--- config.mk ---
export PLATFORM = sky130hd
export DESIGN_NAME = sigmoid_scheduler
export DESIGN_NICKNAME = d
export VERILOG_FILES = /design/src/rtl/sigmoid_scheduler.sv
export SDC_FILE = /design/constraint.sdc
export NUM_CORES = 1
export LEC_CHECK = 0
export BUFFER_PORTS_ARGS = -buffer_cell sky130_fd_sc_hd__buf_4
export CAP_MARGIN = 20
export CORE_MARGIN = 2
export CORE_UTILIZATION = 55
export DETAILED_ROUTE_END_ITERATION = 10
export PLACE_DENSITY = 0.84
export RECOVER_POWER = 25
export SLEW_MARGIN = 40
export SYNTH_ARGS = -nofsm -noshare
export SYNTH_HDL_FRONTEND = slang
export SYNTH_SLANG_ARGS = --single-unit
--- constraint.sdc ---
create_clock -name clk -period 8.9 [get_ports clk]
set_clock_uncertainty 0.05 [all_clocks]
set_input_delay 0 -clock clk [delete_from_list [all_inputs] [get_ports clk]]
set_output_delay 0 -clock clk [all_outputs]
set_load 0.05 [all_outputs]
--- src/rtl/sigmoid_scheduler.sv ---
// Round-robin scheduler sharing one sigmoid unit among NUM_REQ neuron accumulators.
// Ports: clk, rst_n, start, req_valid/req_data/req_ready, out_valid/out_ready/out_data/out_id, busy, done.

// Sigmoid approximation: y = floor(16 * sigmoid(x)), x signed fixed point with QN fraction bits.
// Ports: x (accumulator word), y (0..15).
module sigmoid #(
  parameter int N  = 2,
  parameter int QM = 12,
  parameter int QN = 20,
  localparam int W = N + QM + QN
) (
  input  logic [W-1:0] x,
  output logic [7:0]   y
);

  // |ln(k/(16-k))| for k = 8+d, in Q20, floored; y steps at +/- these points.
  function automatic longint th(input int d);
    longint m;
    case (d)
      1:       m = 64'sd263522;
      2:       m = 64'sd535639;
      3:       m = 64'sd826757;
      4:       m = 64'sd1151978;
      5:       m = 64'sd1537565;
      6:       m = 64'sd2040434;
      7:       m = 64'sd2839596;
      default: m = 64'sd0;
    endcase
    return (m <<< QN) >>> 20;
  endfunction

  logic signed [63:0] xs;

  always_comb begin
    xs = {{(64-W){x[W-1]}}, x};
    y  = 8'(xs >= 64'sd0);
    for (int d = 1; d <= 7; d++) begin
      y = y + 8'(xs > th(d));
      y = y + 8'(xs >= -th(d));
    end
  end

endmodule

module sigmoid_scheduler #(
  parameter int NUM_REQ = 4,
  parameter int N       = 2,
  parameter int QM      = 12,
  parameter int QN      = 20,
  localparam int W      = N + QM + QN,
  localparam int IDW    = (NUM_REQ > 1) ? $clog2(NUM_REQ) : 1
) (
  input  logic                 clk,
  input  logic                 rst_n,
  input  logic                 start,
  input  logic [NUM_REQ-1:0]   req_valid,
  input  logic [NUM_REQ*W-1:0] req_data,
  output logic [NUM_REQ-1:0]   req_ready,
  output logic                 out_valid,
  input  logic                 out_ready,
  output logic [7:0]           out_data,
  output logic [IDW-1:0]       out_id,
  output logic                 busy,
  output logic                 done
);

  typedef enum logic [1:0] {IDLE, RUN, DRAIN, DONE} state_t;

  localparam logic [IDW:0] NR = (IDW+1)'(NUM_REQ);

  state_t             state, nxt;
  logic [NUM_REQ-1:0] served;
  logic [IDW-1:0]     rr_ptr;
  logic               s1_v;
  logic [W-1:0]       s1_d;
  logic [IDW-1:0]     s1_id;
  logic [7:0]         sig_y;

  logic               found;
  logic [IDW:0]       idx;
  logic               gnt_v;
  logic [IDW-1:0]     gnt_id;
  logic [NUM_REQ-1:0] gnt_oh;
  logic               s2_load;
  logic               s1_free;
  logic               all_srv;

  sigmoid #(.N(N), .QM(QM), .QN(QN)) u_sig (
    .x (s1_d),
    .y (sig_y)
  );

  assign s2_load = !out_valid || out_ready;
  assign s1_free = !s1_v || s2_load;

  // Search from rr_ptr upward, wrapping, for the first unserved valid requester.
  always_comb begin
    found  = 1'b0;
    idx    = '0;
    gnt_id = '0;
    for (int j = 0; j < NUM_REQ; j++) begin
      idx = {1'b0, rr_ptr} + (IDW+1)'(j);
      if (idx >= NR) idx = idx - NR;
      if (!found && req_valid[idx[IDW-1:0]]
          && !served[idx[IDW-1:0]]) begin
        found  = 1'b1;
        gnt_id = idx[IDW-1:0];
      end
    end
    gnt_v   = found && (state == RUN) && s1_free;
    gnt_oh  = gnt_v ? (NUM_REQ'(1) << gnt_id) : '0;
    all_srv = (served | gnt_oh) == {NUM_REQ{1'b1}};
  end

  always_ff @(posedge clk) begin
    if (!rst_n) state <= IDLE;
    else        state <= nxt;
  end

  always_comb begin
    nxt = state;
    unique case (state)
      IDLE:    if (start) nxt = RUN;
      RUN:     if (gnt_v && all_srv) nxt = DRAIN;
      // Leave on the edge that completes the last handshake.
      DRAIN:   if (!s1_v && s2_load) nxt = DONE;
      DONE:    nxt = IDLE;
      default: nxt = IDLE;
    endcase
  end

  always_comb begin
    req_ready = gnt_oh;
    busy      = state != IDLE;
    done      = state == DONE;
  end

  always_ff @(posedge clk) begin
    if (!rst_n) begin
      served    <= '0;
      rr_ptr    <= '0;
      s1_v      <= 1'b0;
      s1_d      <= '0;
      s1_id     <= '0;
      out_valid <= 1'b0;
      out_data  <= '0;
      out_id    <= '0;
    end else begin
      if (s2_load) begin
        out_valid <= s1_v;
        if (s1_v) begin
          out_data <= sig_y;
          out_id   <= s1_id;
        end
      end
      if (gnt_v) begin
        s1_v           <= 1'b1;
        s1_d           <= req_data[int'(gnt_id)*W +: W];
        s1_id          <= gnt_id;
        served[gnt_id] <= 1'b1;
        rr_ptr <= (gnt_id == IDW'(NUM_REQ-1)) ? '0
                : gnt_id + IDW'(1);
      end else if (s2_load) begin
        s1_v <= 1'b0;
      end
      if (state == IDLE && start) begin
        served <= '0;
        rr_ptr <= '0;
      end
    end
  end

endmodule

==> results by group <==
Detailed routing
  • DRC Markers: 0
  • First-pass iteration count of the detailed router: 6
  • Antenna viol nets, final: 0
  • Routed len/inst: 21.82 um
  • DR vias/cell: ~6.7
  • Final wirelength: 19330 um
  • Iteration-0 DRC Markers: 854
  • Via count: roughly 5900

Placed design
  • Post-place setup slack: 3.594 ns
  • Final Wtd Congestion: 1.076
  • # port buffers: 157
  • DP HPWL: 11090 um

Clock network
  • Post-CTS Resized: 0
  • Reg clk slew, reported paths: 0.10 ns
  • CTS tree: done
  • H-tree depth: 2
  • Clock sinks: 53
  • Maximum clock path buffer count: 2
  • Worst skew pair latency: 0.33 ns
  • Clock Tree Root: clkbuf_8
  • Postcts setup bufs: 0
  • TritonCTS Buffers: 5

Final layout
  • Share of cells above drive strength 1: about a fifth
  • Diode count: 0
  • Post-layout nets: approximately 950
  • Area delta synth->final: 49.10%

Die
  • Core area: 8093 sq um
  • Initial Util: 55.64%
  • IO Pins: 161
  • Die Y: 94.49 um
  • Die Wd: 94.49 um
  • Row cnt: 33
  • DIE AREA: 8927 sq um

Logic synthesis
  • Cell variety after synth: 64
  • FFs w/ async S/R, synth: 0%
  • Largest cells by area after synthesis: dfxtp_1 (24%), mux2i_1 (16%), o221ai_1 (6.6%)
  • Top cell type's share of synthesized area: a little under a quarter
  • Post-synth top flop: dfxtp_1
  • Synthesis warning total: 0
  • Syn Area/Cell: 8.013 sq um
  • Synth Cell Area: about 4500 sq um
  • Number of synthesized register bits: 53
  • Post-synth EDFFs: 0
  • Synth top cells by count: mux2i_1 (74), nand2_1 (60), dfxtp_1 (53)
  • Top-count cell post-synth: mux2i_1
  • Sequential area share after synthesis: around a quarter
  • Yosys top cell by area: dfxtp_1
  • Synthesized instance count: approximately 560

Critical path
  • Crit path kind: flop to flop
  • Crit path max-delay cell type: a2111oi_0
  • Critical Path Source Type: flop
  • CP max stage delay: 0.69 ns
  • Top cell by count, worst path: fa_1
  • Crit Path Max Fanout: 11
  • Worst path cell trace: or2_1 -> a2111oi_0 -> o21ai_1 -> a311oi_1 -> o31a_1 -> fa_1 -> fa_1 -> inv_1 -> fa_1 -> inv_1 -> fa_1 -> inv_1 -> ha_1 -> inv_1 -> fa_1 -> nor2b_1 -> o21ai_0 -> nor2_1 -> a21oi_1 -> nor2_1
  • Req. time, crit path: 9.11 ns
  • Worst Path Arrival: 5.60 ns
  • Worst Setup End Kind: flop

Global routing
  • First-pass GRT wire length: 29010 um
  • Largest net degree at the start of global routing: 72
  • Met1 Use GR: 50.84%
  • GR Overflow Total: 0
  • Grt peak-use layer: met2
  • Initial antenna violation count: 0
  • Total routing usage reported by global routing: 41.85%
  • Met3 usage: 8.300%
  • Vias in the first global route: 5674
  • Met2 global-route usage: 69.82%

Pwr
  • Pwr Total: approximately 2600 uW
  • Max IR drop VDD: 0.0004473 V
  • LEAKAGE: 0.003121 uW
  • Pwr Density: 388.1 nW/um^2

Outcome
  • Failing checks: hold timing
  • Status: complete, but fails checks

Timing
  • RSZ-0062 raised after global routing: false
  • Max Slew Vio Count: 0
  • Slew headroom: 42.54%
  • Fin crit period: 5.395 ns
  • Final-report hold violation count: 2
  • Max Clk Rate: 185.4 MHz
  • Fin crit share: 60.61%
  • Setup violations, final: 0
  • WHS: -0.02436 ns
  • Worst Tran Pin Value: 0.8619 ns
  • Fin Setup TNS: 0 ns
  • Final worst slack: 3.505 ns

Job
  • Max-cap violations: 0

Min path
  • Min-Delay Path Class: input port to flop
[critical path, delay by kind of cell, from the launching register on]
family	cells	cell delay [ns]
AO/OA/AOI/OAI	6	1.52
adder cells (fa/ha/maj)	6	2.46
buffers and inverters	4	0.25
flip-flops	1	0.42
AND/OR/NAND/NOR	4	0.65
[routing by layer]
metal | vias up | part of all wire, %
li1 | 2512 | -
met1 | 2732 | 35
met2 | 544 | 47
met3 | 141 | 11
met4 | 0 | 6.7
met5 | - | 0
[flip-flops by register name, indices dropped and copies added, names as in the netlist]
| register | cells |
|---|---|
| rr_ptr | 2 |
| s1_id | 2 |
| out_data | 5 |
| s1_v | 1 |
| out_id | 2 |
| out_valid | 1 |
| s1_d | 34 |
| state | 2 |
| served | 4 |
[where the power goes]
group          leakage, uW  total [uW]  internal, uW  switching, uW
registers         0.000432         448           298            150
logic              0.00263        1980           928           1050
clock network    0.0000563         179          86.0           92.7
total              0.00312        2610          1310           1290
[cells in the final DEF (no fill, tap or decap), types with 8 or more instances in the layout]
cell type and instances:
fa_1 9, inv_1 27, nor2_1 45, a21oi_1 19, clkbuf_1 11, nand4_1 9
nand2_1 60, ha_1 15, o21ai_0 11, o21ai_1 9, dfxtp_1 53, mux2i_1 74
buf_4 149, o221ai_1 34, nand3_1 9, nor4_1 13, nor2b_1 9, dlygate4sd3_1 99
a211oi_1 8
[path summary, 6_finish.rpt]
kind | from | endpoint | slack (ns) | depth (start not counted)
hold / removal | req_data[77] | s1_d[9] | -0.02 | 3
setup / recovery | s1_d[7] | out_data[4] | 3.51 | 20
hold reg to reg | out_id[0] | out_id[0] | 0.45 | 2
setup reg to reg | s1_d[7] | out_data[4] | 3.51 | 20
[kinds of logic after synthesis]
family	share of synthesized area, %
xor gates and xnor gates	0.1945
other	0.08328
adders and majority gates	8.169
muxes	16.70
AOI/OAI and AO/OA	21.03
buffers and inverters	7.474
DFF	23.56
and+or+nand+nor	22.78
[what timing repair did]
action | 4_1_cts | 5_1_grt
endpoints found under the setup margin | 0 | 0
hold buffers | 97 | 2
endpoints found under the hold margin | 37 | 1
[per-stage QoR]
step	cells	utilization [%]	area [sq um]
6_report	886	82.96	6714
4_1_cts	884	83.15	6729
2_1_floorplan	564	-	4511
3_3_place_gp	779	69.65	5637
3_5_place_dp	779	69.70	5640
5_1_grt	886	82.96	6714
[area by class of cell]
type,instances,area [sq um]
timing repair buffer,260,2162
inverter,28,105.1
tap,105,131.4
multi-input combinational,432,3137
sequential,53,1061
clock buffer,5,68.82
fill,457,1379
clock inverter,3,48.80
Note: power is estimated with default switching activity, not from simulation.
